File: src/rtl/apb_cmd_pkg.sv
// Shared types and helpers for the APB command queue.
//   process_e : command code driven to the APB master (IDLE/READ/WRITE)
//   size_e    : legal transfer sizes (2'b11 is the illegal encoding)
//   state_e   : sequencing states of the command issue FSM
//   cmd_t     : one buffered host command as stored in the FIFO
//   is_aligned: natural-alignment check of an address for a given size
package apb_cmd_pkg;

   localparam int CMD_ADDR_W = 32;
   localparam int CMD_DATA_W = 32;

   typedef enum logic [1:0] {
      P_IDLE  = 2'b00,
      P_READ  = 2'b01,
      P_WRITE = 2'b10
   } process_e;

   typedef enum logic [1:0] {
      SZ_BYTE = 2'b00,
      SZ_HALF = 2'b01,
      SZ_WORD = 2'b10
   } size_e;

   typedef enum logic [1:0] {
      IDLE    = 2'b00,
      DRIVE   = 2'b01,
      CAPTURE = 2'b10,
      RESP    = 2'b11
   } state_e;

   typedef struct packed {
      logic                  write;
      logic [CMD_ADDR_W-1:0] addr;
      logic [1:0]            size;
      logic [CMD_DATA_W-1:0] wdata;
   } cmd_t;

   // Only the two low address bits matter for natural alignment.
   function automatic logic is_aligned(input logic [1:0] addr_lo, input logic [1:0] size);
      logic ok_s;
      case (size)
         SZ_BYTE: ok_s = 1'b1;
         SZ_HALF: ok_s = (addr_lo[0] == 1'b0);
         SZ_WORD: ok_s = (addr_lo == 2'b00);
         default: ok_s = 1'b0;
      endcase
      return ok_s;
   endfunction

endpackage

File: src/rtl/apb_sync_fifo.sv
// First-word-fall-through synchronous FIFO.
//   clk, rst     : clock, synchronous active-high reset
//   push, din    : write request and data (ignored when full)
//   pop          : consume head entry (ignored when empty)
//   dout         : current head entry, valid whenever !empty
//   full, empty  : occupancy flags derived from the registered count
module apb_sync_fifo #(
   parameter int WIDTH = 8,
   parameter int DEPTH = 4
) (
   input  logic             clk,
   input  logic             rst,
   input  logic             push,
   input  logic [WIDTH-1:0] din,
   input  logic             pop,
   output logic [WIDTH-1:0] dout,
   output logic             full,
   output logic             empty
);

   localparam int PTR_W = $clog2(DEPTH);
   localparam int CNT_W = PTR_W + 1;

   logic [WIDTH-1:0] mem_r [DEPTH];
   logic [PTR_W-1:0] wr_ptr_r;
   logic [PTR_W-1:0] rd_ptr_r;
   logic [CNT_W-1:0] count_r;
   logic             do_push_s;
   logic             do_pop_s;

   assign full      = (count_r == CNT_W'(DEPTH));
   assign empty     = (count_r == {CNT_W{1'b0}});
   assign do_push_s = push & ~full;
   assign do_pop_s  = pop & ~empty;
   assign dout      = mem_r[rd_ptr_r];

   // Storage array; data needs no reset because empty masks it.
   always_ff @(posedge clk) begin
      if (do_push_s) begin
         mem_r[wr_ptr_r] <= din;
      end
   end

   // Pointers wrap naturally at DEPTH (power of two); count tracks occupancy.
   always_ff @(posedge clk) begin
      if (rst) begin
         wr_ptr_r <= {PTR_W{1'b0}};
         rd_ptr_r <= {PTR_W{1'b0}};
         count_r  <= {CNT_W{1'b0}};
      end else begin
         if (do_push_s) begin
            wr_ptr_r <= wr_ptr_r + PTR_W'(1);
         end
         if (do_pop_s) begin
            rd_ptr_r <= rd_ptr_r + PTR_W'(1);
         end
         case ({do_push_s, do_pop_s})
            2'b10:   count_r <= count_r + CNT_W'(1);
            2'b01:   count_r <= count_r - CNT_W'(1);
            default: count_r <= count_r;
         endcase
      end
   end

endmodule

File: src/rtl/apb_cmd_queue.sv
// Upstream command stage for the APB master: buffers host commands, issues
// them one at a time, watches PSEL/PENABLE/PREADY for completion and returns
// one response per command.
//   cmd_*       : host command channel (valid/ready)
//   address, process, data_size, write_data : registered master controls
//   read_data   : master's registered PRDATA
//   mon_*       : APB bus monitor inputs for completion detection
//   rsp_*       : host response channel (valid/ready), held until accepted
module apb_cmd_queue
   import apb_cmd_pkg::*;
#(
   parameter int ADDR_W  = 32,
   parameter int DATA_W  = 32,
   parameter int DEPTH   = 4,
   parameter int TIMEOUT = 16
) (
   input  logic              clk,
   input  logic              rst,
   input  logic              cmd_valid,
   output logic              cmd_ready,
   input  logic              cmd_write,
   input  logic [ADDR_W-1:0] cmd_addr,
   input  logic [1:0]        cmd_size,
   input  logic [DATA_W-1:0] cmd_wdata,
   output logic [ADDR_W-1:0] address,
   output logic [1:0]        process,
   output logic [1:0]        data_size,
   output logic [DATA_W-1:0] write_data,
   input  logic [DATA_W-1:0] read_data,
   input  logic              mon_psel,
   input  logic              mon_penable,
   input  logic              mon_pready,
   output logic              rsp_valid,
   input  logic              rsp_ready,
   output logic              rsp_write,
   output logic [DATA_W-1:0] rsp_rdata,
   output logic              rsp_err
);

   localparam int TMR_W = $clog2(TIMEOUT);
   localparam int CMD_W = $bits(cmd_t);

   cmd_t              push_cmd_s;
   cmd_t              head_s;
   logic [CMD_W-1:0]  fifo_dout_s;
   logic              fifo_full_s;
   logic              fifo_empty_s;
   logic              pop_s;
   logic              done_s;
   logic              head_ok_s;

   state_e            state_r,      state_nxt_s;
   logic [TMR_W-1:0]  timer_r,      timer_nxt_s;
   logic              cur_write_r,  cur_write_nxt_s;
   logic [1:0]        process_r,    process_nxt_s;
   logic [ADDR_W-1:0] address_r,    address_nxt_s;
   logic [1:0]        data_size_r,  data_size_nxt_s;
   logic [DATA_W-1:0] write_data_r, write_data_nxt_s;
   logic              rsp_valid_r,  rsp_valid_nxt_s;
   logic              rsp_write_r,  rsp_write_nxt_s;
   logic [DATA_W-1:0] rsp_rdata_r,  rsp_rdata_nxt_s;
   logic              rsp_err_r,    rsp_err_nxt_s;

   assign push_cmd_s = '{write: cmd_write, addr: cmd_addr, size: cmd_size, wdata: cmd_wdata};
   assign head_s     = cmd_t'(fifo_dout_s);
   assign cmd_ready  = ~fifo_full_s;
   assign done_s     = mon_psel & mon_penable & mon_pready;
   assign head_ok_s  = (head_s.size != 2'b11) && is_aligned(head_s.addr[1:0], head_s.size);

   apb_sync_fifo #(
      .WIDTH (CMD_W),
      .DEPTH (DEPTH)
   ) u_fifo (
      .clk   (clk),
      .rst   (rst),
      .push  (cmd_valid),
      .din   (push_cmd_s),
      .pop   (pop_s),
      .dout  (fifo_dout_s),
      .full  (fifo_full_s),
      .empty (fifo_empty_s)
   );

   // Next-state and registered-output values of the issue FSM.
   always_comb begin
      state_nxt_s      = state_r;
      timer_nxt_s      = timer_r;
      cur_write_nxt_s  = cur_write_r;
      process_nxt_s    = process_r;
      address_nxt_s    = address_r;
      data_size_nxt_s  = data_size_r;
      write_data_nxt_s = write_data_r;
      rsp_write_nxt_s  = rsp_write_r;
      rsp_rdata_nxt_s  = rsp_rdata_r;
      rsp_err_nxt_s    = rsp_err_r;
      pop_s            = 1'b0;
      if (rsp_valid_r && rsp_ready) begin
         rsp_valid_nxt_s = 1'b0;
      end else begin
         rsp_valid_nxt_s = rsp_valid_r;
      end

      case (state_r)
         IDLE: begin
            // Pop only once the previous response has left, so at most one
            // command is ever outstanding.
            if (!fifo_empty_s && !rsp_valid_r) begin
               pop_s = 1'b1;
               if (!head_ok_s) begin
                  rsp_valid_nxt_s = 1'b1;
                  rsp_err_nxt_s   = 1'b1;
                  rsp_write_nxt_s = head_s.write;
                  rsp_rdata_nxt_s = {DATA_W{1'b0}};
               end else begin
                  address_nxt_s    = head_s.addr;
                  data_size_nxt_s  = head_s.size;
                  write_data_nxt_s = head_s.wdata;
                  process_nxt_s    = head_s.write ? P_WRITE : P_READ;
                  cur_write_nxt_s  = head_s.write;
                  timer_nxt_s      = {TMR_W{1'b0}};
                  state_nxt_s      = DRIVE;
               end
            end else begin
               pop_s = 1'b0;
            end
         end
         DRIVE: begin
            if (done_s) begin
               process_nxt_s = P_IDLE;
               if (cur_write_r) begin
                  // Write ack is folded into the completion edge.
                  rsp_valid_nxt_s = 1'b1;
                  rsp_write_nxt_s = 1'b1;
                  rsp_err_nxt_s   = 1'b0;
                  rsp_rdata_nxt_s = {DATA_W{1'b0}};
                  state_nxt_s     = IDLE;
               end else begin
                  state_nxt_s = CAPTURE;
               end
            end else if (timer_r == TMR_W'(TIMEOUT - 1)) begin
               process_nxt_s   = P_IDLE;
               rsp_valid_nxt_s = 1'b1;
               rsp_write_nxt_s = cur_write_r;
               rsp_err_nxt_s   = 1'b1;
               rsp_rdata_nxt_s = {DATA_W{1'b0}};
               state_nxt_s     = IDLE;
            end else begin
               timer_nxt_s = timer_r + TMR_W'(1);
            end
         end
         CAPTURE: begin
            // The master registered PRDATA on the completion edge.
            rsp_valid_nxt_s = 1'b1;
            rsp_write_nxt_s = 1'b0;
            rsp_err_nxt_s   = 1'b0;
            rsp_rdata_nxt_s = read_data;
            state_nxt_s     = IDLE;
         end
         RESP: begin
            rsp_valid_nxt_s = 1'b1;
            rsp_write_nxt_s = 1'b1;
            rsp_err_nxt_s   = 1'b0;
            rsp_rdata_nxt_s = {DATA_W{1'b0}};
            state_nxt_s     = IDLE;
         end
         default: begin
            process_nxt_s = P_IDLE;
            state_nxt_s   = IDLE;
         end
      endcase
   end

   // State and output registers; reset drops any in-flight command/response.
   always_ff @(posedge clk) begin
      if (rst) begin
         state_r      <= IDLE;
         timer_r      <= {TMR_W{1'b0}};
         cur_write_r  <= 1'b0;
         process_r    <= P_IDLE;
         address_r    <= {ADDR_W{1'b0}};
         data_size_r  <= 2'b00;
         write_data_r <= {DATA_W{1'b0}};
         rsp_valid_r  <= 1'b0;
         rsp_write_r  <= 1'b0;
         rsp_rdata_r  <= {DATA_W{1'b0}};
         rsp_err_r    <= 1'b0;
      end else begin
         state_r      <= state_nxt_s;
         timer_r      <= timer_nxt_s;
         cur_write_r  <= cur_write_nxt_s;
         process_r    <= process_nxt_s;
         address_r    <= address_nxt_s;
         data_size_r  <= data_size_nxt_s;
         write_data_r <= write_data_nxt_s;
         rsp_valid_r  <= rsp_valid_nxt_s;
         rsp_write_r  <= rsp_write_nxt_s;
         rsp_rdata_r  <= rsp_rdata_nxt_s;
         rsp_err_r    <= rsp_err_nxt_s;
      end
   end

   assign address    = address_r;
   assign process    = process_r;
   assign data_size  = data_size_r;
   assign write_data = write_data_r;
   assign rsp_valid  = rsp_valid_r;
   assign rsp_write  = rsp_write_r;
   assign rsp_rdata  = rsp_rdata_r;
   assign rsp_err    = rsp_err_r;

endmodule

File: config.mk
export PLATFORM = sky130hd
export DESIGN_NAME = apb_cmd_queue
export DESIGN_NICKNAME = d
export VERILOG_FILES = /design/src/rtl/apb_cmd_pkg.sv /design/src/rtl/apb_sync_fifo.sv /design/src/rtl/apb_cmd_queue.sv
export SDC_FILE = /design/constraint.sdc
export NUM_CORES = 1
export LEC_CHECK = 0
export CAP_MARGIN = 5
export CORE_MARGIN = 5
export CORE_UTILIZATION = 45
export DETAILED_ROUTE_END_ITERATION = 10
export GPL_TIMING_DRIVEN = 0
export PLACE_DENSITY_LB_ADDON = 0.2
export SYNTH_ARGS = -nofsm -noshare
export SYNTH_HDL_FRONTEND = slang
export SYNTH_SLANG_ARGS = --single-unit
File: constraint.sdc
create_clock -name clk -period 3 [get_ports clk]
set_clock_uncertainty 0.1 [all_clocks]
set_input_delay 0.3 -clock clk [delete_from_list [all_inputs] [get_ports clk]]
set_output_delay 0.3 -clock clk [all_outputs]
set_load 0.1 [all_outputs]
==> results of run 1 <==
stage by stage:
step,worst slack [ps],std cells
2_1_floorplan,81.96,830
3_3_place_gp,-292.2,1434
3_5_place_dp,-322.6,1438
4_1_cts,59.50,1513
5_1_grt,78.29,1515
6_report,250.4,1515
state kept, by name, summed over array words and instances, names as in the netlist, named ones only:
name and cells:
cur_write_r 1, state_r 2, address 32, u_fifo.mem_r 268
data_size 2, rsp_err 1, timer_r 4, rsp_valid 1
u_fifo.wr_ptr_r 2, rsp_write 1, u_fifo.rd_ptr_r 2, u_fifo.count_r 3
rsp_rdata 32, process 2, write_data 32
logic make-up (layout without fill, tap and decap cells):
| group | Yosys count | after routing | synth area share [%] |
|---|---|---|---|
| compound gates | 123 | 123 | 5.598 |
| fa+ha+maj | 7 | 7 | 0.6839 |
| other cells | 0 | 2 | 0 |
| xor+xnor | 7 | 7 | 0.4410 |
| flops | 387 | 387 | 75.02 |
| buf+inv | 54 | 341 | 1.656 |
| mux | 70 | 70 | 11.07 |
| simple gates | 182 | 182 | 5.535 |
cells in the final DEF (no fill, tap or decap), types with 4 or more instances in the layout:
cell type,netlist,layout
a21oi_1,78,78
a22o_1,32,32
and3_4,0,4
buf_1,6,6
buf_2,10,10
clkbuf_1,29,38
clkbuf_16,0,43
clkbuf_8,0,4
clkdlybuf4s50_1,0,208
clkinv_1,0,11
dfxtp_1,119,119
edfxtp_1,268,268
ha_1,6,6
inv_1,7,7
mux4_2,67,67
nand2_1,138,138
nand3_1,7,6
nor2_1,12,12
xnor2_1,4,4
area by class of cell:
class | instances | share of cell area [%]
well taps | 396 | 2.764
multi-input cells | 389 | 18.28
diodes | 2 | 0.02792
repair buffers | 212 | 12.19
clock buffers | 59 | 6.562
clock inverters | 16 | 0.6841
flip-flops and latches | 387 | 58.19
plain buffers | 47 | 1.159
inverters | 7 | 0.1466
path summary, 6_finish.rpt:
path	to	slack, ps
worst min-delay path	rsp_write	260
worst min register to register	address[20]	350
worst max-delay path	u_fifo.count_r[2]	250
worst max register to register	u_fifo.count_r[2]	250
routing by layer:
metal	wire length, um	up-vias	global-route usage (%)
met1	12480	3996	22.55
li1	-	3694	-
met2	15320	237	30.22
met3	2103	49	4.104
met4	557	2	4.693
met5	13	-	0
power by group:
group          switching, W  internal [W]  leakage [nW]
Clock               0.00193       0.00289         0.627
Combinational       0.00452       0.00203          1.81
Sequential         0.000302       0.00647          3.42
worst min-delay path: stages:
cell      delay (ps)
clkbuf_1         200
a21oi_1          190
a31o_2           150
timing repair:
action,CTS,global route
hold buffers,0,0
gates resized for setup,2,3
setup endpoints to repair,71,47
endpoints found under the hold margin,0,0
==> summary.txt, run 1 <==
Global routing
  – First-pass GRT wire length: between 40,000 and 50,000 um
  – Gr usage total: 17.54%
  – Global route overflow: 0
  – Initial antenna violation count: 3
  – Number of global-route vias before repair: between 8k and 9k
  – Largest net degree at the start of global routing: between 50 and 60

Synthesis
  – Synth top area share: slightly below 60%
  – Area contributors post-synth: edfxtp_1, dfxtp_1, mux4_2
  – EDFF count, synth: ~270
  – Syn Nets: between 900 and 1k
  – Netlist cell types: slightly above 40
  – Mean Syn Cell Area: ~17 um^2
  – Post-synth ARST share: 0%
  – Main synth FF type: edfxtp_1
  – Synth area leader: edfxtp_1
  – Mapped Area: ~0.014 mm^2
  – Yosys warning total: 0
  – Number of cells produced by synthesis: just over 800
  – Count leader, synth: edfxtp_1
  – Post-synthesis sequential area ratio: about 75%
  – Post-synthesis sequential element count: 387
  – Post-synth top cells: edfxtp_1, nand2_1, dfxtp_1

Placement
  – Post-DP HPWL: 19,790 um
  – IO buf count: 208
  – Placer congestion estimate: roughly 0.77
  – Placement Cell Area: approximately 0.017 mm^2

Routing
  – Vias per std cell: between 5 and 6
  – Pre-antenna DRT Iters: 4
  – WL final: roughly 30,000 um
  – Post-route DRC: 0
  – Antenna viol nets, final: 0
  – First DRT Iteration DRCs: around 480
  – Vias after detailed routing: 7,978
  – WL/cell: between 20 and 25 um

Critical path
  – CP required: between 3000 and 4000 ps
  – Startpoint Class: flop
  – Worst R2R Path Depth: 9
  – WP buf/inv: 3
  – Most frequent CP cell: inv_1
  – Crit-path max FO: 9
  – Crit-path max cell delay: between 500 and 600 ps
  – Critical path cell sequence: or4_1, clkbuf_1, inv_1, ha_1, inv_1, fa_1, xor2_1, or3_1, a21oi_1
  – Worst setup path start: state_r[1]
  – Worst path depth: 9
  – Slowest cell on crit path: or4_1
  – Worst EP arrival: 3090 ps
  – WS Path Type: reg -> reg
  – Top delay family on crit path: simple AND/OR/NAND/NOR gates
  – Worst r2r src: state_r[1]
  – Critical Path End Type: flop

Clock tree
  – Clk sink count: roughly 390
  – Skew-Pair Late Insertion Delay: approximately 520 ps
  – Num CTS Buffers: 41
  – Root Driver: clkbuf_16
  – H-tree Lvls: 2
  – TritonCTS clock tree: built
  – Clock slew at reported path FFs: roughly 60 ps
  – Clock Tree Buf Depth: 3
  – Post-CTS setup buffers: 0

Floorplanning
  – Core area: roughly 0.031 mm^2
  – Die W: between 150 and 200 um
  – Num rows: 64
  – Die height: between 150 and 200 um
  – Initial Util: between 40% and 50%
  – I/O pins: 210
  – Full die area: between 0.03 and 0.04 mm^2

STA
  – Period minus WS final: between 2000 and 3000 ps
  – Least-Margin Pin Slew: between 1000 and 1500 ps
  – Worst hold margin: ~260 ps
  – Slew margin rel.: between 20 and 30%
  – Final setup fails: 0
  – Maximum clock rate: approximately 0.36 GHz
  – Setup TNS: 0 ps
  – Pins Over Slew Limit: 0
  – Final period util: between 90% and 100%
  – RSZ-0062 raised after global routing: no
  – Hold Fails Final Rpt: 0

Hold path
  – Hold_sp: rst
  – Worst Hold Class: in -> reg
  – Worst hold path cell count: 3

Power and ir drop
  – Overall power: 0.01815 W
  – PD cells: around 1000 mW/mm^2
  – Max VDD drop: 0.0005570 V
  – Static Leak: 5.858 nW

Final layout
  – # fillers: ~2.4k
  – Register area: 0.01043 mm^2
  – Multi-input logic area: approximately 0.0033 mm^2
  – Fin nets: between 1k and 1.5k
  – Final instance area: 0.01792 mm^2
  – Util after Layout: approximately 59%
  – Ratio of cells with drive above 1 in the final layout: a little over an eighth
  – Area Overhead vs Synth: 28.91%

Flow run
  – Maxcap violations: 0

Outcome
  – Outcome: finished clean
(Power assumes the default switching activity.)
==> run 2: changes to the inputs <==
--- a/config.mk
+++ b/config.mk
@@ -5,10 +5,12 @@
 export SDC_FILE = /design/constraint.sdc
 export NUM_CORES = 1
 export LEC_CHECK = 0
+export ABC_AREA = 1
 export CAP_MARGIN = 5
 export CORE_MARGIN = 5
 export CORE_UTILIZATION = 45
 export DETAILED_ROUTE_END_ITERATION = 10
+export DONT_BUFFER_PORTS = 1
 export GPL_TIMING_DRIVEN = 0
 export PLACE_DENSITY_LB_ADDON = 0.2
 export SYNTH_ARGS = -nofsm -noshare
==> run 2 against run 1 <==
  * Register-to-register slack about the same
  * Synthesized cell count increased by 50%
  * Critical path depth is 1 higher
  * Design area is 2.1% lower
  * Routed wire length is 17% higher
  * Area after synthesis rose by 3.2%
  * Flip-flop and latch count is the same
  * Worst setup slack improved by 14 ps
  * Largest power group unchanged
==> summary.txt, run 2 <==
Placement
  – Post-DP HPWL: between 20,000 and 25,000 um
  – Placer congestion estimate: about 0.73
  – Placement Cell Area: 0.01505 mm^2
  – Placed Instances: between 1.5k and 2k
  – IO buf count: 0

Floorplanning
  – Num rows: between 60 and 70
  – Die W: ~190 um
  – Core area: 0.03156 mm^2
  – Die height: approximately 190 um
  – Full die area: between 0.03 and 0.04 mm^2
  – Initial Util: 45.48%
  – I/O pins: between 200 and 250

Power and ir drop
  – Max VDD drop: 0.0007486 V
  – PD cells: between 1000 and 1500 mW/mm^2
  – Static Leak: between 6 and 7 nW

Global routing
  – Number of global-route vias before repair: roughly 9.6k
  – Initial antenna violation count: 2
  – Largest net degree at the start of global routing: 29
  – First-pass GRT wire length: between 50,000 and 60,000 um
  – Gr usage total: 19.40%
  – Global route overflow: 0

Synthesis
  – Mean Syn Cell Area: between 10 and 15 um^2
  – Netlist cell types: 27
  – Mapped Area: 0.01435 mm^2
  – Main synth FF type: edfxtp_1
  – Syn Nets: roughly 1.4k
  – Yosys warning total: 0
  – Post-synthesis sequential element count: roughly 390
  – Post-synth ARST share: 0%
  – Synth area leader: edfxtp_1
  – Post-synthesis sequential area ratio: between 70% and 80%
  – Synth top area share: between 50% and 60%
  – EDFF count, synth: 268
  – Count leader, synth: edfxtp_1
  – Area contributors post-synth: edfxtp_1, dfxtp_1, nand2_1
  – Number of cells produced by synthesis: ~1.2k
  – Post-synth top cells: edfxtp_1, nand2_1, nor2_1

Final layout
  – Register with the most flip-flops: u_fifo.mem_r
  – Post-route insts no fill: 1,834
  – Most frequent cells in the layout: edfxtp_1, nand2_1, nor2_1
  – Fin nets: 1,511
  – Max reg flops: 268
  – Area Overhead vs Synth: 22.23%
  – Ratio of cells with drive above 1 in the final layout: ~7.8%
  – Final instance area: 0.01754 mm^2
  – Most common cell after layout, fill and taps aside: edfxtp_1

Clock tree
  – TritonCTS clock tree: built
  – Post-CTS setup buffers: 0
  – H-tree Lvls: 2
  – Num CTS Buffers: 41
  – Clock slew at reported path FFs: roughly 50 ps
  – Root Driver: clkbuf_16
  – Skew-Pair Late Insertion Delay: approximately 530 ps
  – Clock Tree Buf Depth: 3
  – Clk sink count: approximately 390

Flow run
  – Maxcap violations: 0

Outcome
  – Outcome: finished clean

Routing
  – DR WL met3: approximately 2200 um
  – Met2 wire len: 17,520 um
  – Antenna viol nets, final: 0
  – Vias after detailed routing: between 9k and 10k
  – M1 WL: approximately 15,000 um
  – WL final: 35,560 um
  – First DRT Iteration DRCs: around 540
  – Top layer in use: met5
  – WL/cell: between 15 and 20 um
  – Post-route DRC: 0
  – Vias per std cell: 5.264
  – Pre-antenna DRT Iters: 4

STA
  – Pins Over Slew Limit: 0
  – Final setup fails: 0
  – Hold Fails Final Rpt: 0
  – Period minus WS final: between 2000 and 3000 ps
  – Least-Margin Pin Slew: between 1000 and 1500 ps
  – Maximum clock rate: roughly 0.37 GHz
  – RSZ-0062 raised after global routing: no
  – Slew margin rel.: between 30% and 40%
  – Setup TNS: 0 ps
  – Final period util: 91.19%

Critical path
  – Crit-path max cell delay: roughly 510 ps
  – Critical Path End Type: flop
  – Startpoint Class: flop
  – Crit-path max FO: 9
  – Worst EP arrival: roughly 3000 ps
  – Critical path cell sequence: inv_1, nand3_2, nand2_4, ha_1, inv_1, fa_1, a21oi_1, o21ai_0, o21ai_0, a21oi_1
  – CP required: ~3300 ps
  – WS Path Type: reg -> reg
  – Slowest cell on crit path: nand3_2

Hold path
  – Worst Hold Class: in -> reg
## run 2: changes by cell type in the layout (fill, tap and decap cells not counted), moves of 7 or more
| cell | delta |
|---|---|
| a22o_1 | -32 |
| o22ai_1 | +62 |
| o21ai_0 | +132 |
| nand2_1 | +115 |
| clkbuf_1 | +23 |
| inv_1 | +21 |
| a21oi_1 | +35 |
| nand3_1 | +12 |
| clkdlybuf4s50_1 | -208 |
| mux4_2 | -67 |
| clkinv_1 | -9 |
| dlygate4sd3_1 | +103 |
| nor2_1 | +130 |
| buf_12 | +7 |
## run 2: cells by family (layout without fill, tap and decap cells)
kind of cell / Yosys count / after routing / share of synthesized area (%)
AO/OA/AOI/OAI: 311 / 311 / 11.40
XOR/XNOR: 1 / 1 / 0.06104
adder cells (fa/ha/maj): 7 / 7 / 0.6626
buffers and inverters: 108 / 295 / 3.453
flip-flops: 387 / 387 / 72.68
other: 0 / 1 / 0
AND/OR/NAND/NOR: 430 / 430 / 11.74
## run 2: report_power, final
| part | internal [W] | switching, W | leakage [nW] |
|---|---|---|---|
| Combinational | 0.00134 | 0.00288 | 1.91 |
| Sequential | 0.00656 | 0.00367 | 3.43 |
| Clock | 0.00329 | 0.00196 | 0.714 |
## run 2: critical path: cells and delay by family, from the launching register on
family / cells / cell delay (ps)
compound gates: 4 / 470
simple gates: 2 / 920
flops: 1 / 310
buf+inv: 2 / 190
fa+ha+maj: 2 / 620
## run 2: timing repair
item                                   in CTS  in global routing
hold buffers                              102                  1
pin swaps                                   0                  0
gates resized for setup                     1                  1
endpoints found under the hold margin     302                  2
setup endpoints to repair                   1                  1
## run 2: path summary, 6_finish.rpt
check,start,to,slack [ps],depth (start not counted)
worst min register to register,u_fifo.count_r[0],u_fifo.count_r[0],350,1
worst max-delay path,u_fifo.count_r[0],u_fifo.count_r[2],260,10
worst max register to register,u_fifo.count_r[0],u_fifo.count_r[2],260,10
worst min-delay path,mon_pready,rsp_err,160,5
## run 2: metal layers
layer | vias up | global-route usage (%)
met1 | 4651 | 24.76
li1 | 4686 | -
met5 | - | 0
met3 | 47 | 4.279
met4 | 2 | 4.652
met2 | 268 | 33.94
## run 2: final cells by class
| class | count | area, um^2 |
|---|---|---|
| buffer | 77 | 376.6 |
| tap | 402 | 503.0 |
| antenna | 1 | 2.502 |
| multi-input combinational | 749 | 3468 |
| fill | 2646 | 14010 |
| timing repair buffer | 111 | 1191 |
| sequential | 387 | 10430 |
| clock buffer | 67 | 1330 |
| inverter | 31 | 118.9 |
| clock inverter | 9 | 121.4 |
## run 2: through the flow
stage	setup slack [ps]	hold slack [ps]	power [W]	utilization (%)
final	264.4	163.6	0.01971	55.59
after global routing	44.37	230.7	0.02066	55.59
after CTS	145.4	57.84	0.01988	55.54
after detailed placement	-23.45	299.0	0.01446	47.69
after global placement	-912.6	299.0	0.01438	47.18
after floorplan	153.4	298.9	0.01302	-
==> run 3: changes to the inputs <==
--- a/config.mk
+++ b/config.mk
@@ -6,7 +6,7 @@
 export NUM_CORES = 1
 export LEC_CHECK = 0
 export ABC_AREA = 1
-export CAP_MARGIN = 5
+export CAP_MARGIN = 10
 export CORE_MARGIN = 5
 export CORE_UTILIZATION = 45
 export DETAILED_ROUTE_END_ITERATION = 10
@@ -16,3 +16,4 @@
 export SYNTH_ARGS = -nofsm -noshare
 export SYNTH_HDL_FRONTEND = slang
 export SYNTH_SLANG_ARGS = --single-unit
+export TNS_END_PERCENT = 50
==> results of run 3 <==
The final DEF is identical to that of run 2; final timing and power are the same.
